**config.mk**
```make
export PLATFORM = sky130hd
export DESIGN_NAME = alu_arbiter_flat
export DESIGN_NICKNAME = d
export VERILOG_FILES = /design/src/rtl/alu_arbiter_if.sv /design/src/rtl/alu_arbiter.sv /design/src/flat_wrapper.sv
export SDC_FILE = /design/constraint.sdc
export NUM_CORES = 1
export LEC_CHECK = 0
export CELL_PAD_IN_SITES_DETAIL_PLACEMENT = 0
export CELL_PAD_IN_SITES_GLOBAL_PLACEMENT = 1
export CORE_MARGIN = 2
export CORE_UTILIZATION = 40
export DETAILED_ROUTE_END_ITERATION = 6
export GPL_ROUTABILITY_DRIVEN = 0
export PLACE_DENSITY_LB_ADDON = 0.1
export SETUP_SLACK_MARGIN = 0.15
export SLEW_MARGIN = 20
export SYNTH_ARGS = -nofsm -noshare
export SYNTH_HDL_FRONTEND = slang
export SYNTH_SLANG_ARGS = --single-unit
```
**constraint.sdc**
```tcl
create_clock -name clk -period 6.2 [get_ports clk]
set_clock_uncertainty 0.05 [all_clocks]
set_input_delay 0.62 -clock clk [delete_from_list [all_inputs] [get_ports clk]]
set_output_delay 0.62 -clock clk [all_outputs]
set_load 0.02 [all_outputs]
```
**src/rtl/alu_arbiter_if.sv**
```systemverilog
// Per-client request/response channel into the shared ALU arbiter.
// The client drives the master side; the arbiter takes the slave side.
interface alu_arbiter_if #(parameter int WIDTH = 32);
  logic             req_valid;
  logic             req_ready;
  logic [WIDTH-1:0] req_a;
  logic [WIDTH-1:0] req_b;
  logic [2:0]       req_op;
  logic             rsp_valid;
  logic             rsp_ready;
  logic [WIDTH-1:0] rsp_result;
  logic             rsp_zero;

  modport master (output req_valid, req_a, req_b, req_op, rsp_ready,
                  input  req_ready, rsp_valid, rsp_result, rsp_zero);
  modport slave  (input  req_valid, req_a, req_b, req_op, rsp_ready,
                  output req_ready, rsp_valid, rsp_result, rsp_zero);
endinterface

```
**src/rtl/alu_arbiter.sv**
```systemverilog
// Round-robin two-client front end for one shared 32-bit ALU.
// Each accepted request runs through the ALU from registered operands and is answered on its own channel.
module alu_arbiter #(
  parameter int WIDTH = 32
) (
  input  logic          clk,
  input  logic          rst_n,
  alu_arbiter_if.slave  c0,
  alu_arbiter_if.slave  c1,
  output logic          busy
);

  typedef enum logic [1:0] {IDLE, EXEC, RESP} state_e;

  state_e           state_q, state_d;
  logic             last_q, last_d;
  logic             owner_q, owner_d;
  logic [WIDTH-1:0] a_q, a_d, b_q, b_d, res_q, res_d;
  logic [2:0]       op_q, op_d;
  logic             zero_q, zero_d;

  logic             gnt0, gnt1, owner_rsp_ready;
  logic [WIDTH-1:0] bb, sum, alu_res;
  logic             ovf;

  // ALU32Bit behaviour: bit 2 inverts b and supplies the carry-in, so SUB/SLT share the adder.
  always_comb begin
    bb  = op_q[2] ? ~b_q : b_q;
    sum = a_q + bb + {{(WIDTH-1){1'b0}}, op_q[2]};
    ovf = (a_q[WIDTH-1] == bb[WIDTH-1]) && (sum[WIDTH-1] != a_q[WIDTH-1]);
    case (op_q[1:0])
      2'b00:   alu_res = a_q & bb;
      2'b01:   alu_res = a_q | bb;
      2'b10:   alu_res = sum;
      default: alu_res = {{(WIDTH-1){1'b0}}, sum[WIDTH-1] ^ ovf};
    endcase
  end

  // On a tie the client that did not win last time gets the grant.
  always_comb begin
    gnt0 = c0.req_valid & (~c1.req_valid | last_q);
    gnt1 = c1.req_valid & (~c0.req_valid | ~last_q);
    owner_rsp_ready = owner_q ? c1.rsp_ready : c0.rsp_ready;
  end

  always_ff @(posedge clk or negedge rst_n) begin
    if (!rst_n) begin
      state_q <= IDLE;
      last_q  <= 1'b1;
      owner_q <= 1'b0;
      a_q     <= '0;
      b_q     <= '0;
      op_q    <= '0;
      res_q   <= '0;
      zero_q  <= 1'b0;
    end else begin
      state_q <= state_d;
      last_q  <= last_d;
      owner_q <= owner_d;
      a_q     <= a_d;
      b_q     <= b_d;
      op_q    <= op_d;
      res_q   <= res_d;
      zero_q  <= zero_d;
    end
  end

  always_comb begin
    state_d = state_q;
    last_d  = last_q;
    owner_d = owner_q;
    a_d     = a_q;
    b_d     = b_q;
    op_d    = op_q;
    res_d   = res_q;
    zero_d  = zero_q;
    case (state_q)
      IDLE: if (gnt0 | gnt1) begin
        owner_d = gnt1;
        last_d  = gnt1;
        a_d     = gnt1 ? c1.req_a  : c0.req_a;
        b_d     = gnt1 ? c1.req_b  : c0.req_b;
        op_d    = gnt1 ? c1.req_op : c0.req_op;
        state_d = EXEC;
      end
      EXEC: begin
        res_d   = alu_res;
        zero_d  = (alu_res == '0);
        state_d = RESP;
      end
      RESP: if (owner_rsp_ready) state_d = IDLE;
      default: state_d = IDLE;
    endcase
  end

  // Ready is gated by rst_n so nothing is offered while reset is held.
  always_comb begin
    c0.req_ready  = rst_n & (state_q == IDLE) & gnt0;
    c1.req_ready  = rst_n & (state_q == IDLE) & gnt1;
    c0.rsp_valid  = (state_q == RESP) & ~owner_q;
    c1.rsp_valid  = (state_q == RESP) &  owner_q;
    c0.rsp_result = res_q;
    c1.rsp_result = res_q;
    c0.rsp_zero   = zero_q;
    c1.rsp_zero   = zero_q;
    busy          = (state_q != IDLE);
  end

endmodule

```
**src/flat_wrapper.sv**
```systemverilog
// flat-port wrapper written by rule: the top's interface ports become plain ports
module alu_arbiter_flat 
#(
  parameter int WIDTH = 32
)
  (clk, rst_n, busy, c0_req_valid, c0_req_a, c0_req_b, c0_req_op, c0_rsp_ready, c0_req_ready, c0_rsp_valid, c0_rsp_result, c0_rsp_zero, c1_req_valid, c1_req_a, c1_req_b, c1_req_op, c1_rsp_ready, c1_req_ready, c1_rsp_valid, c1_rsp_result, c1_rsp_zero);
  alu_arbiter_if #(.WIDTH(WIDTH)) c0_i ();
  alu_arbiter_if #(.WIDTH(WIDTH)) c1_i ();
  input  logic clk;
  input  logic rst_n;
  output logic busy;
  input wire logic [$bits(c0_i.req_valid)-1:0] c0_req_valid;
  input wire logic [$bits(c0_i.req_a)-1:0] c0_req_a;
  input wire logic [$bits(c0_i.req_b)-1:0] c0_req_b;
  input wire logic [$bits(c0_i.req_op)-1:0] c0_req_op;
  input wire logic [$bits(c0_i.rsp_ready)-1:0] c0_rsp_ready;
  output wire logic [$bits(c0_i.req_ready)-1:0] c0_req_ready;
  output wire logic [$bits(c0_i.rsp_valid)-1:0] c0_rsp_valid;
  output wire logic [$bits(c0_i.rsp_result)-1:0] c0_rsp_result;
  output wire logic [$bits(c0_i.rsp_zero)-1:0] c0_rsp_zero;
  input wire logic [$bits(c1_i.req_valid)-1:0] c1_req_valid;
  input wire logic [$bits(c1_i.req_a)-1:0] c1_req_a;
  input wire logic [$bits(c1_i.req_b)-1:0] c1_req_b;
  input wire logic [$bits(c1_i.req_op)-1:0] c1_req_op;
  input wire logic [$bits(c1_i.rsp_ready)-1:0] c1_rsp_ready;
  output wire logic [$bits(c1_i.req_ready)-1:0] c1_req_ready;
  output wire logic [$bits(c1_i.rsp_valid)-1:0] c1_rsp_valid;
  output wire logic [$bits(c1_i.rsp_result)-1:0] c1_rsp_result;
  output wire logic [$bits(c1_i.rsp_zero)-1:0] c1_rsp_zero;
  assign c0_i.req_valid = c0_req_valid;
  assign c0_i.req_a = c0_req_a;
  assign c0_i.req_b = c0_req_b;
  assign c0_i.req_op = c0_req_op;
  assign c0_i.rsp_ready = c0_rsp_ready;
  assign c0_req_ready = c0_i.req_ready;
  assign c0_rsp_valid = c0_i.rsp_valid;
  assign c0_rsp_result = c0_i.rsp_result;
  assign c0_rsp_zero = c0_i.rsp_zero;
  assign c1_i.req_valid = c1_req_valid;
  assign c1_i.req_a = c1_req_a;
  assign c1_i.req_b = c1_req_b;
  assign c1_i.req_op = c1_req_op;
  assign c1_i.rsp_ready = c1_rsp_ready;
  assign c1_req_ready = c1_i.req_ready;
  assign c1_rsp_valid = c1_i.rsp_valid;
  assign c1_rsp_result = c1_i.rsp_result;
  assign c1_rsp_zero = c1_i.rsp_zero;
  alu_arbiter #(.WIDTH(WIDTH)) u_core (.clk(clk), .rst_n(rst_n), .c0(c0_i), .c1(c1_i), .busy(busy));
endmodule
```
Yosys cells after proc, flatten, opt, wreduce, memory -nomap -nowiden. Index checks and enable logic that the tools add are counted.

Output and inout port bits: 71. Bits of input ports: 140. Logic and storage cells: 52. Register bits: 104.

Reductions and logical operators: 7. Equal/unequal tests: 8. Mux-type cells: 9. Add/subtract/negate cells: 2. Bitwise operators: 18.

Operator list (count): 32-bit 2-to-1 mux (3); 32-bit one-hot mux with 3 select lines (1); 32-bit by 1-bit adder with 32-bit output (1); 32-bit adder (1); 32-bit AND (1); 32-bit zero test (1); 32-bit inverter (1); 32-bit bitwise OR (1); 1-bit AND (7); 2-bit one-hot mux with 3 select lines (1); 2-bit by 1-bit == test with 1-bit output (second input constant) (2); 2-bit == test (second input constant) (2); 2-bit zero test (2); 2-bit 2-to-1 mux (2); 2-bit by 1-bit inequality test with 1-bit output (second input constant) (2); 1-bit inverter (4); 2-bit AND reduction (2); 3-bit 2-to-1 mux (1); 1-bit bitwise OR (3); 2-bit nonzero test (1); 1-bit == test (1); 1-bit logical AND (1); 1-bit 2-to-1 mux (1); 1-bit inequality test (1); 1-bit XOR (1).

Depth between registers and ports, before layout. Gate-level depths: netlist of the first run.

Word-level depth: 9. Gate-level depth with buffers: 16.

Worst setup path after synthesis of the first run. Ideal clock, no wire load.

Path type: register to register. Start point: register u_core.op_q[2]. End point: register u_core.zero_q (netlist: u_core.c0.rsp_zero). Required time: 6.058 ns. Library setup time: 0.092 ns. Path buffers: 2. Period minus slack after synthesis: 3.537 ns. Path slack: 2.663 ns. Stages on the path, launching flop included: 16. Arrival: 3.395 ns. Cell sequence: dfrtp_1 -> buf_4 -> buf_1 -> xor2_1 -> inv_1 -> fa_1 -> nand3b_1 -> a21bo_1 -> nand3_1 -> nand4_1 -> a22oi_2 -> a31oi_1 -> xnor2_1 -> a2111oi_2 -> nand4_1 -> o31ai_2.

Cells in the longest elaborated chain, start to end: 8. Elaborated cells between the ends (all ways): 11. Those cells by class: add/sub: 2; eq/ne: 2; mux: 2; bitwise: 3; reduce/logical: 2.

RTL lines: from (decl) (line alu_arbiter.sv:19) `logic [2:0] op_q, op_d;`; from (signal assigned) (line alu_arbiter.sv:62) `op_q <= op_d;`; 32-bit 2-to-1 mux (line alu_arbiter.sv:28) `bb = op_q[2] ? ~b_q : b_q;`; 32-bit adder (line alu_arbiter.sv:29) `sum = a_q + bb + {{(WIDTH-1){1'b0}}, op_q[2]};`; 32-bit by 1-bit adder with 32-bit output (line alu_arbiter.sv:29); 1-bit inequality test (line alu_arbiter.sv:30) `ovf = (a_q[WIDTH-1] == bb[WIDTH-1]) && (sum[WIDTH-1] != a_q[WIDTH-1]);`; 1-bit logical AND (line alu_arbiter.sv:30); 1-bit XOR (line alu_arbiter.sv:35) `default: alu_res = {{(WIDTH-1){1'b0}}, sum[WIDTH-1] ^ ovf};`; 32-bit one-hot mux with 3 select lines * (line alu_arbiter.sv:31) `case (op_q[1:0])`; 32-bit zero test * (line alu_arbiter.sv:88) `zero_d = (alu_res == '0);`; to (signal assigned) (line alu_arbiter.sv:64) `zero_q <= zero_d;`; to (decl) (line alu_arbiter.sv:20) `logic zero_q, zero_d;`.

Every way passes the cells marked *; elsewhere a longest branch is shown, timed or not. A chain may end at the register's enable or synchronous reset.

Worst setup path in the final report of the first run. Same ends and word-level chain as after synthesis.

==> results of run 1 <==
-- registers in the layout, summed over array words and instances, names as in the netlist --
signal	count
u_core.c0.rsp_result	32
u_core.state_q	2
u_core.owner_q	1
u_core.a_q	32
u_core.b_q	32
u_core.last_q	1
u_core.op_q	3
u_core.c0.rsp_zero	1
-- synth_stat cells (2+ instances only) --
cell type | instances | area (um^2)
xor2_1 | 47 | 412
dfrtp_1 | 103 | 2580
o21bai_1 | 5 | 37.5
inv_1 | 77 | 289
mux2i_1 | 68 | 681
and2_1 | 4 | 25.0
o21a_1 | 5 | 37.5
o21ai_0 | 41 | 205
a21oi_2 | 9 | 78.8
nor2_1 | 121 | 454
nor3_1 | 7 | 35.0
o2111a_1 | 3 | 33.8
nand2b_1 | 5 | 31.3
a41o_1 | 2 | 20.0
buf_4 | 34 | 255
a211oi_1 | 11 | 82.6
buf_1 | 11 | 41.3
nand4_1 | 11 | 68.8
a221oi_1 | 2 | 17.5
or3_1 | 2 | 12.5
nor3_2 | 2 | 20.0
nor4_1 | 3 | 18.8
mux2_2 | 4 | 45.0
a21o_1 | 4 | 30.0
o211ai_1 | 7 | 52.6
o22ai_1 | 4 | 25.0
ha_1 | 65 | 813
nand3_1 | 6 | 30.0
and3_1 | 4 | 25.0
a21oi_1 | 109 | 546
a31o_2 | 2 | 17.5
buf_2 | 6 | 30.0
and4_1 | 3 | 26.3
o221ai_1 | 2 | 17.5
a22oi_1 | 2 | 15.0
xnor2_1 | 13 | 114
a21boi_1 | 2 | 15.0
clkbuf_1 | 32 | 120
nor2b_1 | 2 | 12.5
a31oi_1 | 20 | 125
nand2_1 | 81 | 304
-- how the worst max path moves through the flow --
stage,from,end,slack (ns),cells past startpoint
final,u_core.op_q[2]$_DFFE_PN0P_,u_core.c0.rsp_zero$_DFFE_PN0N_,2.08,13
after global routing,u_core.op_q[2]$_DFFE_PN0P_,u_core.c0.rsp_zero$_DFFE_PN0N_,1.71,13
after floorplan,u_core.op_q[2]$_DFFE_PN0P_,u_core.c0.rsp_zero$_DFFE_PN0N_,2.66,15
after global placement,u_core.op_q[2]$_DFFE_PN0P_,u_core.c0.rsp_zero$_DFFE_PN0N_,2.19,13
after CTS,u_core.op_q[2]$_DFFE_PN0P_,u_core.c0.rsp_zero$_DFFE_PN0N_,2.07,13
after detailed placement,u_core.op_q[2]$_DFFE_PN0P_,u_core.c0.rsp_zero$_DFFE_PN0N_,2.12,13
-- per-layer routing --
layer  global-route usage [%]  vias up  share of wire, %
li1                         -     3624                 -
met4                     6.73        0               1.9
met1                     34.0     3171                53
met3                     3.11       34               5.4
met2                     30.0      275                40
met5                        0        -                 0
-- critical path: stages (launching register included) --
cell	delay, ns
dfrtp_2	1.00
xor2_1	0.26
inv_1	0.11
fa_1	0.43
nand3b_1	0.23
a21bo_1	0.22
nand3_1	0.17
nand4_1	0.21
a22oi_2	0.32
a31oi_1	0.14
xnor2_1	0.17
a2111oi_2	0.36
nand4_1	0.15
o31ai_2	0.19
-- area by class of cell --
| cell class | instances | area, um^2 | area share [%] |
|---|---|---|---|
| multi-input cells | 709 | 4880 | 46.2 |
| clock buffers | 10 | 229 | 2.17 |
| repair buffers | 219 | 2170 | 20.5 |
| well taps | 270 | 338 | 3.20 |
| clock inverters | 6 | 51.3 | 0.486 |
| inverters | 77 | 289 | 2.74 |
| flip-flops and latches | 104 | 2610 | 24.7 |
-- stage by stage --
stage	worst slack [ns]	hold WS (ns)	instance area (um^2)	util, %
3_5_place_dp	2.12	0.442	10300	51.0
2_1_floorplan	2.66	0.274	8210	-
4_1_cts	2.07	0.287	10600	52.4
3_3_place_gp	2.19	0.430	10300	51.0
5_1_grt	1.71	0.316	10600	52.4
6_report	2.08	0.247	10600	52.4
-- kinds of logic after synthesis --
family | Yosys count | synth area share (%)
AND/OR/NAND/NOR | 257 | 13.5
AO/OA/AOI/OAI | 253 | 20.0
buffers and inverters | 161 | 9.10
flip-flops | 104 | 31.7
multiplexers | 73 | 9.11
adder cells (fa/ha/maj) | 66 | 10.1
XOR/XNOR | 60 | 6.40
==> out/summary.txt, run 1 <==
post-synthesis cell count - 974
Setup Buffers After CTS - 0
clk root buf - clkbuf_16
Fin Setup TNS - 0 ns
Final #Nets - 1326
Chip Height - 147 um
most frequent cells in the layout - 209 x clkdlybuf4s50_1, 120 x nor2_1, 108 x a21oi_1, 102 x dfrtp_1, 81 x nand2_1
R2R depth - 13
synthesized area - 0.00821 mm^2
wire length per cell - 16.4 um
flop2flop setup slack - 2.08 ns
vias in the first global route - 6771
CP endpoint kind - flip-flop
drt pass-1 iters - 5
largest net degree at the start of global routing - 94
CTS tree - built
Final setup viols - 0
EDFF count, synth - 0
I/O pins - 211
Crit path arrival time - 4.33 ns
Synthesis Warnings - 0
fin cells - 1395
DP HPWL - 18.3 mm
Cell Rows - 52
Fmax achieved - 243 MHz
Seq/Total Area, Yosys - 31.7%
Synth cell types - 74
post-route ant nets - 0
RSZ-0062 raised after global routing - no
syn nets - 1180
worst-skew pair later-pin latency - 0.37 ns
Tcrit/Tclk final - 66.4%
clk slew on worst S/H paths - 0.07 ns
core area - 0.0202 mm^2
worst-path maximum fanout - 35
outcome - finished clean
Fillers - 1976
share of layout cells above drive strength 1 - 5.51%
Residual DRC - 0
Yosys reg bits - 104
CTS Sinks - 104
Max Slew Vio Count - 0
total congestion overflow - 0
top_reg_cell synth - dfrtp_1
worst reg2reg endpoint - u_core.c0.rsp_zero$_DFFE_PN0N_
fin crit period - 4.12 ns
Max Buffers Root-to-Sink - 2
DIE AREA - 0.0217 mm^2
Inst Count DP - 1379
Crit path required time - 6.42 ns
Via density - 5.09
gr usage total - 21.5%
Vias - 7104
initial core utilization - 40.7%
Critical Path Source Type - flip-flop
FF-to-FF Start - u_core.op_q[2]$_DFFE_PN0P_
H-Tree Depth - 3
Initial DRC Count - 526
Post-Route WL - 22.9 mm
global-route wire length before repair - 36.7 mm
IO buf count - 210
Synth async-reset ratio - 100%
CTS Buf Count - 9
final hold violation count - 0
ant diodes - 0
cts hold-fix bufs - 0
commonest non-fill, non-tap cell in the layout - clkdlybuf4s50_1
PostCTS Resize Cnt - 0
chip width - 147 um
relative slew slack - 36.1%
CP Class - reg2reg
Hold Crit Class - in2async
Area growth, synth to finish - 28.6%
max_cap viols - 0
Least-Margin Pin Slew - 0.958 ns
initial antenna violation count - 0
Syn Area/Cell - 8.43 um^2
Power of run 1 is left out: the tool's default activity adds up to more than one toggle a clock period on the data nets, which glitch-free logic cannot reach.
==> run 2: changes to the inputs <==
--- a/config.mk
+++ b/config.mk
@@ -8,7 +8,7 @@
 export CELL_PAD_IN_SITES_DETAIL_PLACEMENT = 0
 export CELL_PAD_IN_SITES_GLOBAL_PLACEMENT = 1
 export CORE_MARGIN = 2
-export CORE_UTILIZATION = 40
+export CORE_UTILIZATION = 37
 export DETAILED_ROUTE_END_ITERATION = 6
 export GPL_ROUTABILITY_DRIVEN = 0
 export PLACE_DENSITY_LB_ADDON = 0.1
==> constraint.sdc (replaced) <==
create_clock -name clk -period 3.8 [get_ports clk]
set_clock_uncertainty 0.05 [all_clocks]
set_input_delay 0.38 -clock clk [delete_from_list [all_inputs] [get_ports clk]]
set_output_delay 0.38 -clock clk [all_outputs]
set_load 0.02 [all_outputs]
==> run 2 against run 1 <==
Effect of this change:
- wire length increased by 5.7%
- register-to-register slack got worse by 1.9 ns
- via count increased by 3.0%
- global-route usage decreased by 1.4 points
- largest cell class unchanged
- worst hold slack improved by 0.20 ns
==> out/summary.txt, run 2 (synthesis gave the netlist of run 1 again) <==
Met3 Routed Length - 1.46 mm
CTS Sinks - 104
chip width - 153 um
worst path cell trace - buf_12 -> buf_12 -> xor2_4 -> ha_1 -> a21oi_2 -> buf_4 -> o221ai_4 -> a311oi_2 -> nand2_1 -> a211oi_2 -> nor3_2 -> xnor2_1 -> o2111a_1 -> nand4_1 -> o31ai_2
global-route wire length before repair - 37.7 mm
Chip Height - 153 um
H-Tree Depth - 3
Tcrit/Tclk final - 96.2%
RSZ-0062 raised after global routing - yes
outcome - finished clean
Initial DRC Count - 492
Via density - 5.06
CP Class - reg2reg
Final #Nets - 1368
worst-skew pair later-pin latency - 0.36 ns
CP most frequent cell - buf_12
drt pass-1 iters - 5
final hold violation count - 0
final worst setup slack - 0.145 ns
CTS Buf Count - 9
post-route ant nets - 0
met2 wire length - 9.74 mm
wire length per cell - 16.7 um
IO buf count - 210
Crit path arrival time - 3.88 ns
Fillers - 2172
CP endpoint kind - flip-flop
final hold slack - 0.449 ns
vias in the first global route - 6955
commonest non-fill, non-tap cell in the layout - clkdlybuf4s50_1
ant diodes - 0
CTS tree - built
Max Buffers Root-to-Sink - 2
I/O pins - 211
total congestion overflow - 0
Finished Core Util - 52.2%
share of layout cells above drive strength 1 - 14.1%
Cell Rows - 54
clk slew on worst S/H paths - 0.08 ns
Least-Margin Pin Slew - 0.863 ns
gr usage total - 20.2%
Area growth, synth to finish - 38.6%
initial core utilization - 37.6%
Critical Path Source Type - flip-flop
CP max stage delay - 0.52 ns
Post-Route WL - 24.2 mm
Hold Crit Class - reg2reg
max layer used - met4
Vias - 7318
Fmax achieved - 274 MHz
largest net degree at the start of global routing - 137
DP HPWL - 19.2 mm
flop2flop setup slack - 0.14 ns
clk root buf - clkbuf_16
Max Slew Vio Count - 0
DIE AREA - 0.0234 mm^2
worst-path maximum fanout - 5
Final setup viols - 0
most frequent cells in the layout - 209 x clkdlybuf4s50_1, 120 x nor2_1, 103 x a21oi_1, 102 x dfrtp_1, 80 x nand2_1
Residual DRC - 0
initial antenna violation count - 0
Crit path required time - 4.03 ns
CP max-delay cell - dfrtp_4
relative slew slack - 42.2%
core area - 0.0218 mm^2
max_cap viols - 0
fin crit period - 3.66 ns
Place WS - 0.0147 ns
DRT met1 WL - 12.7 mm
-- run 2: cell count changes in the layout (fill, tap and decap cells not counted), moves of 5 or more --
| cell | change |
|---|---|
| ha_2 | +15 |
| buf_12 | +5 |
| a21oi_1 | -5 |
| buf_4 | +35 |
| ha_1 | -19 |
| xor2_1 | -12 |
| xor2_2 | +9 |
-- run 2: final timing paths --
kind                                                           from                             endpoint  cells after the start
worst max-delay path                     u_core.op_q[2]$_DFFE_PN0P_       u_core.c0.rsp_zero$_DFFE_PN0N_                     15
worst min-delay path            u_core.c0.rsp_result[8]$_DFFE_PN0N_  u_core.c0.rsp_result[8]$_DFFE_PN0N_                      2
worst max register to register           u_core.op_q[2]$_DFFE_PN0P_       u_core.c0.rsp_zero$_DFFE_PN0N_                     15
worst min register to register  u_core.c0.rsp_result[8]$_DFFE_PN0N_  u_core.c0.rsp_result[8]$_DFFE_PN0N_                      2
max in group asynchronous                                     rst_n           u_core.op_q[2]$_DFFE_PN0P_                      3
min in group asynchronous                                     rst_n            u_core.b_q[2]$_DFFE_PN0P_                      2
-- run 2: repair_timing --
action / 4_1_cts / 5_1_grt
pin swaps: 1 / 26
hold endpoints to repair: 1 / 0
endpoints found under the setup margin: 2 / 5
hold buffers: 1 / 0
resized for setup: 5 / 74
setup buffers: 0 / 11
gates cloned: 0 / 0
-- run 2: metal layers --
layer  vias to the layer above  GRT usage [%]
li1                       3708              -
met1                      3330           31.5
met2                       258           28.7
met3                        22           3.66
met4                         0           4.67
met5                         -              0
-- run 2: final cells by class --
class / instances / area [um^2] / area share, %
multi-input cells: 709 / 5290 / 46.5
flip-flops and latches: 104 / 2610 / 22.9
repair buffers: 261 / 2550 / 22.4
well taps: 280 / 350 / 3.08
inverters: 77 / 289 / 2.54
clock buffers: 10 / 239 / 2.10
clock inverters: 6 / 50.0 / 0.440
-- run 2: critical path: cells and delay by family (launching register included) --
kind	cells	cell delay, ns
xor+xnor	2	0.46
fa+ha+maj	1	0.27
simple gates	3	0.43
buf+inv	3	0.44
flops	1	0.52
compound gates	6	1.41
-- run 2: stage by stage --
step,setup TNS [ns],instance area (um^2),instances
after detailed placement,0,10600,1419
final,0,11400,1447
after global placement,0,10600,1419
after global routing,-0.0144,11400,1447
after CTS,0,10900,1436
after floorplan,0,8210,974
Power of run 2 is left out for the same reason.
